`config.mk`:
```
export PLATFORM = sky130hd
export DESIGN_NAME = control_unit
export DESIGN_NICKNAME = d
export VERILOG_FILES = /design/src/rtl/control_unit_pkg.sv /design/src/rtl/cu_decoder.sv /design/src/rtl/control_unit.sv
export SDC_FILE = /design/constraint.sdc
export NUM_CORES = 1
export LEC_CHECK = 0
export CORE_ASPECT_RATIO = 1.1
export CORE_UTILIZATION = 39
export CTS_CLUSTER_SIZE = 16
export DETAILED_ROUTE_END_ITERATION = 10
export GPL_TIMING_DRIVEN = 0
export PLACE_DENSITY = 0.88
export REMOVE_ABC_BUFFERS = 1
export SLEW_MARGIN = 20
export SYNTH_ARGS = -nofsm -noshare
export SYNTH_HDL_FRONTEND = slang
export SYNTH_SLANG_ARGS = --single-unit
```
`constraint.sdc`:
```
create_clock -name Clk -period 6 [get_ports Clk]
set_input_delay 0.6 -clock Clk [delete_from_list [all_inputs] [get_ports Clk]]
set_output_delay 0.6 -clock Clk [all_outputs]
set_load 0.05 [all_outputs]
```
`src/rtl/control_unit_pkg.sv`:
```
// Shared types and constants for the control unit: FSM states, instruction classes,
// ALU function codes and datapath mux selects.
package control_unit_pkg;

    typedef enum logic [4:0] {
        StReset, StInit, StF1, StF2, StF3, StDec, StExec,
        StLa, StLw, StLr, StSd, StSw, StCr, StCt, StBt, StPcu, StPcj
    } state_t;

    typedef enum logic [3:0] {
        ClsNone, ClsAlu, ClsPsr, ClsWim, ClsTbr, ClsLd, ClsSt, ClsCall, ClsBranch
    } instr_cls_t;

    localparam logic [5:0] AluAdd   = 6'b000000;
    localparam logic [5:0] AluPassA = 6'b111110;
    localparam logic [5:0] AluPassB = 6'b111111;

    localparam logic [1:0] MuxAPc    = 2'b01;
    localparam logic [1:0] MuxAMdr   = 2'b11;
    localparam logic [1:0] MuxBRf    = 2'b00;
    localparam logic [1:0] MuxBSimm  = 2'b01;
    localparam logic [1:0] MuxBDisp  = 2'b11;
    localparam logic [1:0] MuxOpIr   = 2'b00;
    localparam logic [1:0] MuxOpOut  = 2'b01;
    localparam logic [1:0] RfbRd     = 2'b01;
    localparam logic [1:0] DestR15   = 2'b01;
    localparam logic [1:0] NpcAdd4   = 2'b00;
    localparam logic [1:0] NpcAlu    = 2'b01;
    localparam logic [1:0] NpcConst4 = 2'b11;
    localparam logic [1:0] PcNpc     = 2'b00;
    localparam logic [1:0] PcConst0  = 2'b11;
    localparam logic [1:0] MdrMem    = 2'b00;
    localparam logic [1:0] MdrAlu    = 2'b01;

    localparam logic [5:0] Op3Ld    = 6'b000000;
    localparam logic [5:0] Op3St    = 6'b000100;
    localparam logic [5:0] Op3WrPsr = 6'b110001;
    localparam logic [5:0] Op3WrWim = 6'b110010;
    localparam logic [5:0] Op3WrTbr = 6'b110011;
    localparam logic [2:0] Op2Bicc  = 3'b010;

endpackage

```
`src/rtl/cu_decoder.sv`:
```
// Classifies the current instruction from its op and op3/op2 fields so the FSM
// can dispatch from DEC.
module cu_decoder
    import control_unit_pkg::*;
(
    input  logic [1:0] op,
    input  logic [5:0] op3,
    output instr_cls_t cls
);

    always_comb begin
        cls = ClsNone;
        unique case (op)
            2'b00: cls = (op3[5:3] == Op2Bicc) ? ClsBranch : ClsNone;
            2'b01: cls = ClsCall;
            2'b10: begin
                if (op3[5:4] != 2'b11) begin
                    cls = ClsAlu;
                end else begin
                    case (op3)
                        Op3WrPsr: cls = ClsPsr;
                        Op3WrWim: cls = ClsWim;
                        Op3WrTbr: cls = ClsTbr;
                        default:  cls = ClsNone;
                    endcase
                end
            end
            2'b11: begin
                case (op3)
                    Op3Ld:   cls = ClsLd;
                    Op3St:   cls = ClsSt;
                    default: cls = ClsNone;
                endcase
            end
            default: cls = ClsNone;
        endcase
    end

endmodule

```
`src/rtl/control_unit.sv`:
```
// Microsequencer for a SPARC-style datapath: registered state, outputs decoded
// combinationally from the state and the current instruction.
module control_unit
    import control_unit_pkg::*;
(
    input  logic        Clk,
    input  logic        Reset,
    input  logic [31:0] IR,
    input  logic        Memory_Operation_Complete,
    input  logic        Cond,
    input  logic [1:0]  test,
    output logic        RF_Ld,
    output logic        FR_Ld,
    output logic        IR_Ld,
    output logic        MAR_Ld,
    output logic        MDR_Ld,
    output logic        PSR_Ld,
    output logic        nPC_Ld,
    output logic        PC_Ld,
    output logic        TBR_Ld,
    output logic        WIM_Ld,
    output logic [1:0]  MUX_A,
    output logic [1:0]  MUX_B,
    output logic [1:0]  MUX_OP,
    output logic [1:0]  MUX_RFA,
    output logic [1:0]  MUX_RFB,
    output logic [1:0]  MUX_RFDest,
    output logic [1:0]  MUX_nPC,
    output logic [1:0]  MUX_PC,
    output logic        MUX_Add4,
    output logic [1:0]  MUX_MDR,
    output logic        RW,
    output logic        MOV,
    output logic [5:0]  OP,
    output logic        C_In
);

    state_t     state_q, state_d;
    instr_cls_t cls;
    logic [1:0] b_sel;
    logic       unused_bits;

    // test is a reserved debug input; the remaining IR fields belong to the datapath.
    assign unused_bits = ^{test, IR[29:25], IR[18:14], IR[12:0]};

    assign b_sel = IR[13] ? MuxBSimm : MuxBRf;

    cu_decoder u_decoder (
        .op  (IR[31:30]),
        .op3 (IR[24:19]),
        .cls (cls)
    );

    always_ff @(posedge Clk or negedge Reset) begin
        if (!Reset) begin
            state_q <= StReset;
        end else begin
            state_q <= state_d;
        end
    end

    always_comb begin
        state_d = state_q;
        unique case (state_q)
            StReset: state_d = StInit;
            StInit:  state_d = StF1;
            StF1:    state_d = StF2;
            StF2:    state_d = Memory_Operation_Complete ? StF3 : StF2;
            StF3:    state_d = StDec;
            StDec: begin
                case (cls)
                    ClsAlu, ClsPsr, ClsWim, ClsTbr: state_d = StExec;
                    ClsLd, ClsSt:                   state_d = StLa;
                    ClsCall:                        state_d = StCr;
                    ClsBranch:                      state_d = StBt;
                    default:                        state_d = StPcu;
                endcase
            end
            StExec:  state_d = StPcu;
            StLa:    state_d = (cls == ClsSt) ? StSd : StLw;
            StLw:    state_d = Memory_Operation_Complete ? StLr : StLw;
            StLr:    state_d = StPcu;
            StSd:    state_d = StSw;
            StSw:    state_d = Memory_Operation_Complete ? StPcu : StSw;
            StCr:    state_d = StCt;
            StCt:    state_d = StPcj;
            StBt:    state_d = Cond ? StPcj : StPcu;
            StPcu:   state_d = StF1;
            StPcj:   state_d = StF1;
            default: state_d = StReset;
        endcase
    end

    always_comb begin
        RF_Ld      = 1'b0;
        FR_Ld      = 1'b0;
        IR_Ld      = 1'b0;
        MAR_Ld     = 1'b0;
        MDR_Ld     = 1'b0;
        PSR_Ld     = 1'b0;
        nPC_Ld     = 1'b0;
        PC_Ld      = 1'b0;
        TBR_Ld     = 1'b0;
        WIM_Ld     = 1'b0;
        MUX_A      = 2'b00;
        MUX_B      = 2'b00;
        MUX_OP     = 2'b00;
        MUX_RFA    = 2'b00;
        MUX_RFB    = 2'b00;
        MUX_RFDest = 2'b00;
        MUX_nPC    = 2'b00;
        MUX_PC     = 2'b00;
        MUX_Add4   = 1'b0;
        MUX_MDR    = 2'b00;
        RW         = 1'b1;
        MOV        = 1'b0;
        OP         = AluAdd;
        C_In       = 1'b0;
        unique case (state_q)
            StInit: begin
                PC_Ld   = 1'b1;
                nPC_Ld  = 1'b1;
                MUX_PC  = PcConst0;
                MUX_nPC = NpcConst4;
            end
            StF1: begin
                MAR_Ld = 1'b1;
                MUX_A  = MuxAPc;
                MUX_OP = MuxOpOut;
                OP     = AluPassA;
            end
            StF2, StLw: begin
                MOV     = 1'b1;
                MDR_Ld  = 1'b1;
                MUX_MDR = MdrMem;
            end
            StF3: IR_Ld = 1'b1;
            StExec: begin
                MUX_B = b_sel;
                case (cls)
                    ClsPsr, ClsWim, ClsTbr: begin
                        PSR_Ld = (cls == ClsPsr);
                        WIM_Ld = (cls == ClsWim);
                        TBR_Ld = (cls == ClsTbr);
                        MUX_OP = MuxOpOut;
                        OP     = AluAdd;
                    end
                    default: begin
                        RF_Ld  = 1'b1;
                        FR_Ld  = IR[23];
                        MUX_OP = MuxOpIr;
                    end
                endcase
            end
            StLa: begin
                MAR_Ld = 1'b1;
                MUX_B  = b_sel;
                MUX_OP = MuxOpOut;
                OP     = AluAdd;
            end
            StLr: begin
                RF_Ld  = 1'b1;
                MUX_A  = MuxAMdr;
                MUX_OP = MuxOpOut;
                OP     = AluPassA;
            end
            StSd: begin
                MDR_Ld  = 1'b1;
                MUX_RFB = RfbRd;
                MUX_MDR = MdrAlu;
                MUX_OP  = MuxOpOut;
                OP      = AluPassB;
            end
            StSw: begin
                MOV = 1'b1;
                RW  = 1'b0;
            end
            StCr: begin
                RF_Ld      = 1'b1;
                MUX_RFDest = DestR15;
                MUX_A      = MuxAPc;
                MUX_OP     = MuxOpOut;
                OP         = AluPassA;
            end
            StCt, StBt: begin
                // A not-taken branch passes through BT without touching nPC.
                if (state_q == StCt || Cond) begin
                    nPC_Ld  = 1'b1;
                    MUX_nPC = NpcAlu;
                    MUX_A   = MuxAPc;
                    MUX_B   = MuxBDisp;
                    MUX_OP  = MuxOpOut;
                    OP      = AluAdd;
                end
            end
            StPcu: begin
                PC_Ld    = 1'b1;
                MUX_PC   = PcNpc;
                nPC_Ld   = 1'b1;
                MUX_nPC  = NpcAdd4;
                MUX_Add4 = 1'b1;
            end
            StPcj: begin
                PC_Ld  = 1'b1;
                MUX_PC = PcNpc;
            end
            default: ;
        endcase
    end

endmodule

```
# [Yosys cells after proc, flatten, opt, wreduce, memory -nomap -nowiden]
# Memories as Yosys holds them, arrays and structs flattened.
# Index checks and enable logic that the tools add are counted.
[word_totals] in_bits=38 ff_bits=5 rom_bits=48 memories=1 latchBits=0 ram_bits=0 output_inout_bits=38
[memory_table] memory="(no name shown)" depth=16 width=3 read_ports=1 rd_clocked_by_memory_dff=0 wr=0 line_no="control_unit.sv:71" rtl="case (cls)"
[op_classes] addsub=0 n_mul=0 muxes=42 n_bitwise=0 div=0 n_shift=0 reduce_logical=17 n_lt_le_gt_ge=0 eq_ne=29
[op_table] cell="$pmux W5 S14" n=1
[op_table] cell="$eq A5 B4 Y1 const B" n=8
[op_table] cell="$mux W1" n=23
[op_table] cell="$eq A5 B3 Y1 const B" n=4
[op_table] cell="$eq A6 B6 Y1 const B" n=3
[op_table] cell="$pmux W4 S4" n=1
[op_table] cell="$reduce_or A3 Y1" n=5
[op_table] cell="$reduce_or A2 Y1" n=7
[op_table] cell="$pmux W6 S2" n=1
[op_table] cell="$eq A5 B2 Y1 const B" n=2
[op_table] cell="$pmux W3 S3" n=1
[op_table] cell="$eq A4 B2 Y1 const B" n=2
[op_table] cell="$eq A4 B3 Y1 const B" n=2
[op_table] cell="$mux W4" n=2
[op_table] cell="$pmux W2 S2" n=2
[op_table] cell="$eq A6 B3 Y1 const B" n=1
[op_table] cell="$logic_not A6 Y1" n=1
[op_table] cell="$mux W2" n=3
[op_table] cell="$mux W3" n=2
[op_table] cell="$pmux W2 S3" n=1
[op_table] cell="$pmux W3 S2" n=1
[op_table] cell="$eq A5 B1 Y1 const B" n=1
[op_table] cell="$eq A5 B5 Y1 const B" n=1
[op_table] cell="$logic_not A5 Y1" n=1
[op_table] cell="10 further kinds" n=12

# [Depth between registers and ports, before layout]
[logic_depth] depth_word=8 depth_mapped=8 ltp_nobuf=8

# [Cells and area by module]
# A second synthesis with hierarchy kept.
[hier_totals] cells_unflattened=151 area_unflattened_um2=1057.3
[by_module_without_submodules] module="control_unit" cells_per_inst=129 area_each_um2=918.4 instances=1
[by_module_without_submodules] module="cu_decoder" cells_per_inst=22 area_each_um2=138.9 instances=1

# [Worst setup path before layout]
# OpenSTA, ideal clock, no wires.
[synth_path] path_kind="input port to output port" startpoint="in IR[22]" endpoint="out WIM_Ld" required_time_ps=5400 arrival_ps=3256 n_path_buf=0 path_slack_ps=2144 stages=6 path_cell_list="or4_4 -> nor2_1 -> nand2_1 -> a31oi_1 -> ha_1 -> nor4bb_1"
[synth_via] elab_chain_cells=8 elab_cells_between_ends=17 cone_classes="eq/ne: 8; mux: 7; reduce/logical: 2"
[synth_lines] item="start, declared" line_no="control_unit.sv:8" rtl="input logic [31:0] IR,"
[synth_lines] item="$eq A6 B6 Y1" line_no="cu_decoder.sv:20" rtl="case (op3)"
[synth_lines] item="$pmux W3 S3" line_no="cu_decoder.sv:20"
[synth_lines] item="$mux W4" line_no="cu_decoder.sv:17" rtl="if (op3[5:4] != 2'b11) begin"
[synth_lines] item="$pmux W4 S4 *" line_no="cu_decoder.sv:13" rtl="unique case (op)"
[synth_lines] item="$eq A4 B2 Y1 (tied with other cells)" line_no="control_unit.sv:140" rtl="case (cls)"
[synth_lines] item="$reduce_or A3 Y1" line_no="control_unit.sv:140"
[synth_lines] item="$mux W1 *" line_no="control_unit.sv:140"
[synth_lines] item="$mux W1 *" line_no="control_unit.sv:119" rtl="unique case (state_q)"
[synth_lines] item="end, declared" line_no="control_unit.sv:21" rtl="output logic WIM_Ld,"
# Mark *: on every way between the ends. The rest lies on a longest branch, timed or not.

# [Worst setup path in the final report]
[layout_path] startpoint="in IR[23]" endpoint="out MUX_OP[0]"
[layout_via] elab_chain_cells=8 elab_cells_between_ends=18 cone_classes="eq/ne: 9; mux: 7; reduce/logical: 2"
[layout_lines] item="$eq A6 B6 Y1" line_no="cu_decoder.sv:20"
[layout_lines] item="$pmux W3 S3" line_no="cu_decoder.sv:20"
[layout_lines] item="$mux W4" line_no="cu_decoder.sv:17"
[layout_lines] item="$pmux W4 S4 *" line_no="cu_decoder.sv:13"
[layout_lines] item="$eq A4 B2 Y1 / $eq A4 B3 Y1 (equally long branches)" line_no="control_unit.sv:140"
[layout_lines] item="$reduce_or A3 Y1 *" line_no="control_unit.sv:140"
[layout_lines] item="$mux W1 *" line_no="control_unit.sv:140"
[layout_lines] item="$pmux W1 S3 *" line_no="control_unit.sv:119"
[layout_lines] item="end, declared" line_no="control_unit.sv:24" rtl="output logic [1:0] MUX_OP,"
# Marked as above.

==> metrics <==
drc violations 0; VDD IR max 0.3466 mV; Tmin final 4.611 ns; core footprint 0.002778 mm²; Sequential Power Share 14.4%; global-route wire length before repair 4802 µm; switching part of the total 62.43%; Post-synth ARST share 100.0%; # fillers 252; clock-pin slew on the worst setup and hold paths 0.04 ns; Hold-fix buffers, CTS 0; main flop type after synthesis dfrtp_1; max cap viols 0; Mapped Cells 161; cell area after synthesis 0.001155 mm²; Max FO, Critical Path 8; largest net degree at the start of global routing 27; final net count 231; Clk Latency, worst-skew pair 0.25 ns; std cell rows 20; I/O pin total 76; Synthesis Warnings 0; Synth Area in XOR/XNOR 1.517%; DP Wirelength 2083 µm; Initial DRT Pass Iterations 5; reg-to-reg startpoint state_q[1]$_DFF_PN0_; Leak 0.5511 nW; P_sw 0.5328 mW; vias in the first global route 1069; Initial DRC Count 60; fin area 0.001513 mm²; total CTS buffers 3; clk_skew 0.004649 ns; Final Cycle Share 76.84%; Port-buffer cells 43; Critical Path Sink MUX_OP[0]; crit path launch IR[23]; antenna cells 0; Area Growth Syn to Fin 30.99%; Worst Reg-to-Reg Cells 4; worst hold path class in -> async; Final Hold Fails 0; PostCTS Resize Cnt 0; Avg Cell Area, Syn 7.173 µm²; dpl cell area 0.001486 mm²; clock network fraction of total power 4.7%; RSZ-0062 raised after global routing no; Final GP Congestion 0.8567; Die ar. 0.003183 mm²; largest registers state_q x5; adder-cell share of the synthesized area 5.417%; Top reg by flops state_q; crit end category primary output; die height 59.07 µm; reg-to-reg setup timing slack 3.89 ns; CP startpoint kind primary input; CTS root buf clkbuf_4; Crit Path Class in -> out; largest family of logic cells by synthesized area simple AND/OR/NAND/NOR gates; register area share after synthesis 10.83%; GRT Total Usage 19.84%; mux share of post-synthesis cell area 0.9751%; total grt overflow 0; WL final 2962 µm; DR vias 1306; WP data arrival 4.01 ns; TritonCTS clock tree yes; reg-to-reg endpoint state_q[3]$_DFF_PN0_; CTS sink cnt 5; # setup viols final 0; max_slew headroom 50.94%; Compound-Gate Fraction of Synth Area 28.71%; Distinct cells, synth 59; Vias/cell 5.936; setup tns final 0 ns; initial antenna violation count 0; P per Cell Area 564.1 mW/mm²; number of synthesized register bits 5; worst path required time 5.40 ns; f_max 216.9 MHz; combinational group share of total power 80.9%; setup bufs post-CTS 0; Starting Density 41.58%; share of cells above drive strength 1 8.556%; DRT antenna net count 0; worst-margin pin slew 0.7359 ns; EDFF count, synth 0; final slew viol count 0; status complete, no violations; Simple-Gate Fraction of Synth Area 36.84%; post-DR wirelength/cell 13.46 µm; Pint 0.3206 mW; H-tree depth 1; clk buf depth 2; max reg flops 5; die width 53.89 µm
## power groups by stage
| stage | combinational, mW | clock, mW | sequential [mW] |
|---|---|---|---|
| detailed placement | 0.689 | 0 | 0.122 |
| CTS | 0.692 | 0.0410 | 0.121 |
| global route | 0.732 | 0.0446 | 0.132 |
| global placement | 0.686 | 0 | 0.120 |
| finish | 0.691 | 0.0397 | 0.123 |
| floorplan | 0.499 | 0 | 0.100 |
## cell usage in the layout, fill, tap and decap left out, types with 2 or more instances in the layout
| master | instances |
|---|---|
| a221o_1 | 2 |
| inv_1 | 4 |
| nand2_1 | 5 |
| a21boi_0 | 2 |
| nand2b_1 | 4 |
| a31oi_1 | 4 |
| a211oi_1 | 6 |
| o221ai_1 | 2 |
| or3_1 | 4 |
| a31o_2 | 2 |
| and3_1 | 2 |
| nor4bb_1 | 3 |
| nor2b_1 | 2 |
| nor3_1 | 5 |
| o21ai_0 | 4 |
| nand4_1 | 2 |
| nand3_1 | 11 |
| nor4_1 | 3 |
| conb_1 | 7 |
| or2_2 | 3 |
| dfrtp_1 | 5 |
| and2_1 | 2 |
| clkbuf_4 | 3 |
| o211ai_1 | 2 |
| a21oi_1 | 6 |
| ha_1 | 5 |
| nor2_1 | 15 |
| clkdlybuf4s50_1 | 43 |
## how the worst min path moves through the flow
stage	start	to	slack (ns)	cells past startpoint
6_report	Reset	state_q[0]$_DFF_PN0_	0.56	1
3_3_place_gp	Reset	state_q[0]$_DFF_PN0_	0.83	1
2_1_floorplan	Reset	state_q[0]$_DFF_PN0_	0.30	0
5_1_grt	Reset	state_q[0]$_DFF_PN0_	0.57	1
3_5_place_dp	Reset	state_q[0]$_DFF_PN0_	0.83	1
4_1_cts	Reset	state_q[0]$_DFF_PN0_	0.56	1
## worst max-delay path, stage by stage
cell and delay (ns):
clkdlybuf4s50_1 0.63, nor4bb_1 0.46, a31oi_1 0.19, a31oi_1 0.33
ha_1 0.26, nor2_1 0.07, or4_1 0.39, o211ai_1 0.23
clkdlybuf4s50_1 0.85
## Yosys cell counts (all sizes together) (3+ instances only)
master,number,share of area [%]
or3,4,2.2
dfrtp,5,11
nor3,5,2.2
nor4bb,3,2.6
a211oi,6,3.9
nand3,11,4.8
buf,18,11
nand2b,4,2.2
a31oi,4,2.2
or2,3,1.6
nand2,5,1.6
inv,4,1.3
o211ai,3,2.4
nor2,15,4.9
ha,5,5.4
o21ai,4,1.7
nor4,3,1.6
a21oi,6,2.6
clkbuf,9,2.9
## final cells by class
type                            instances  area, µm²  area share, %
Multi-Input combinational cell        131      874.6          57.82
Sequential cell                         5      125.1          8.271
Clock buffer                            4      26.28          1.737
Timing Repair Buffer                   43      430.4          28.45
Tap cell                               33      41.29          2.730
Inverter                                4      15.01         0.9926
## logic make-up after synthesis
family                     Yosys count
and+or+nand+nor                     72
AOI/OAI and AO/OA                   44
buffers and inverters               31
adders and majority gates            5
DFF                                  5
xor gates and xnor gates             2
other                                1
muxes                                1
## stage by stage
step	total power, mW	hold slack [ns]	instances	worst slack, ns	utilization, %
6_report	0.8534	0.5612	220	1.389	54.46
5_1_grt	0.9084	0.5711	220	1.262	54.46
4_1_cts	0.8535	0.5631	220	1.472	54.46
3_5_place_dp	0.8110	0.8260	216	1.477	53.51
3_3_place_gp	0.8063	0.8312	216	1.499	53.51
2_1_floorplan	0.5988	0.3044	140	0.9556	-
## routing by layer
| layer | vias up | wire [µm] | global-route usage (%) |
|---|---|---|---|
| met2 | 60 | 1438 | 30.34 |
| met1 | 598 | 1290 | 28.77 |
| met3 | 6 | 187 | 2.051 |
| met4 | 0 | 46 | 6.015 |
| li1 | 642 | - | - |
| met5 | - | 0 | 0 |
Power figures use the tool's default switching activity.
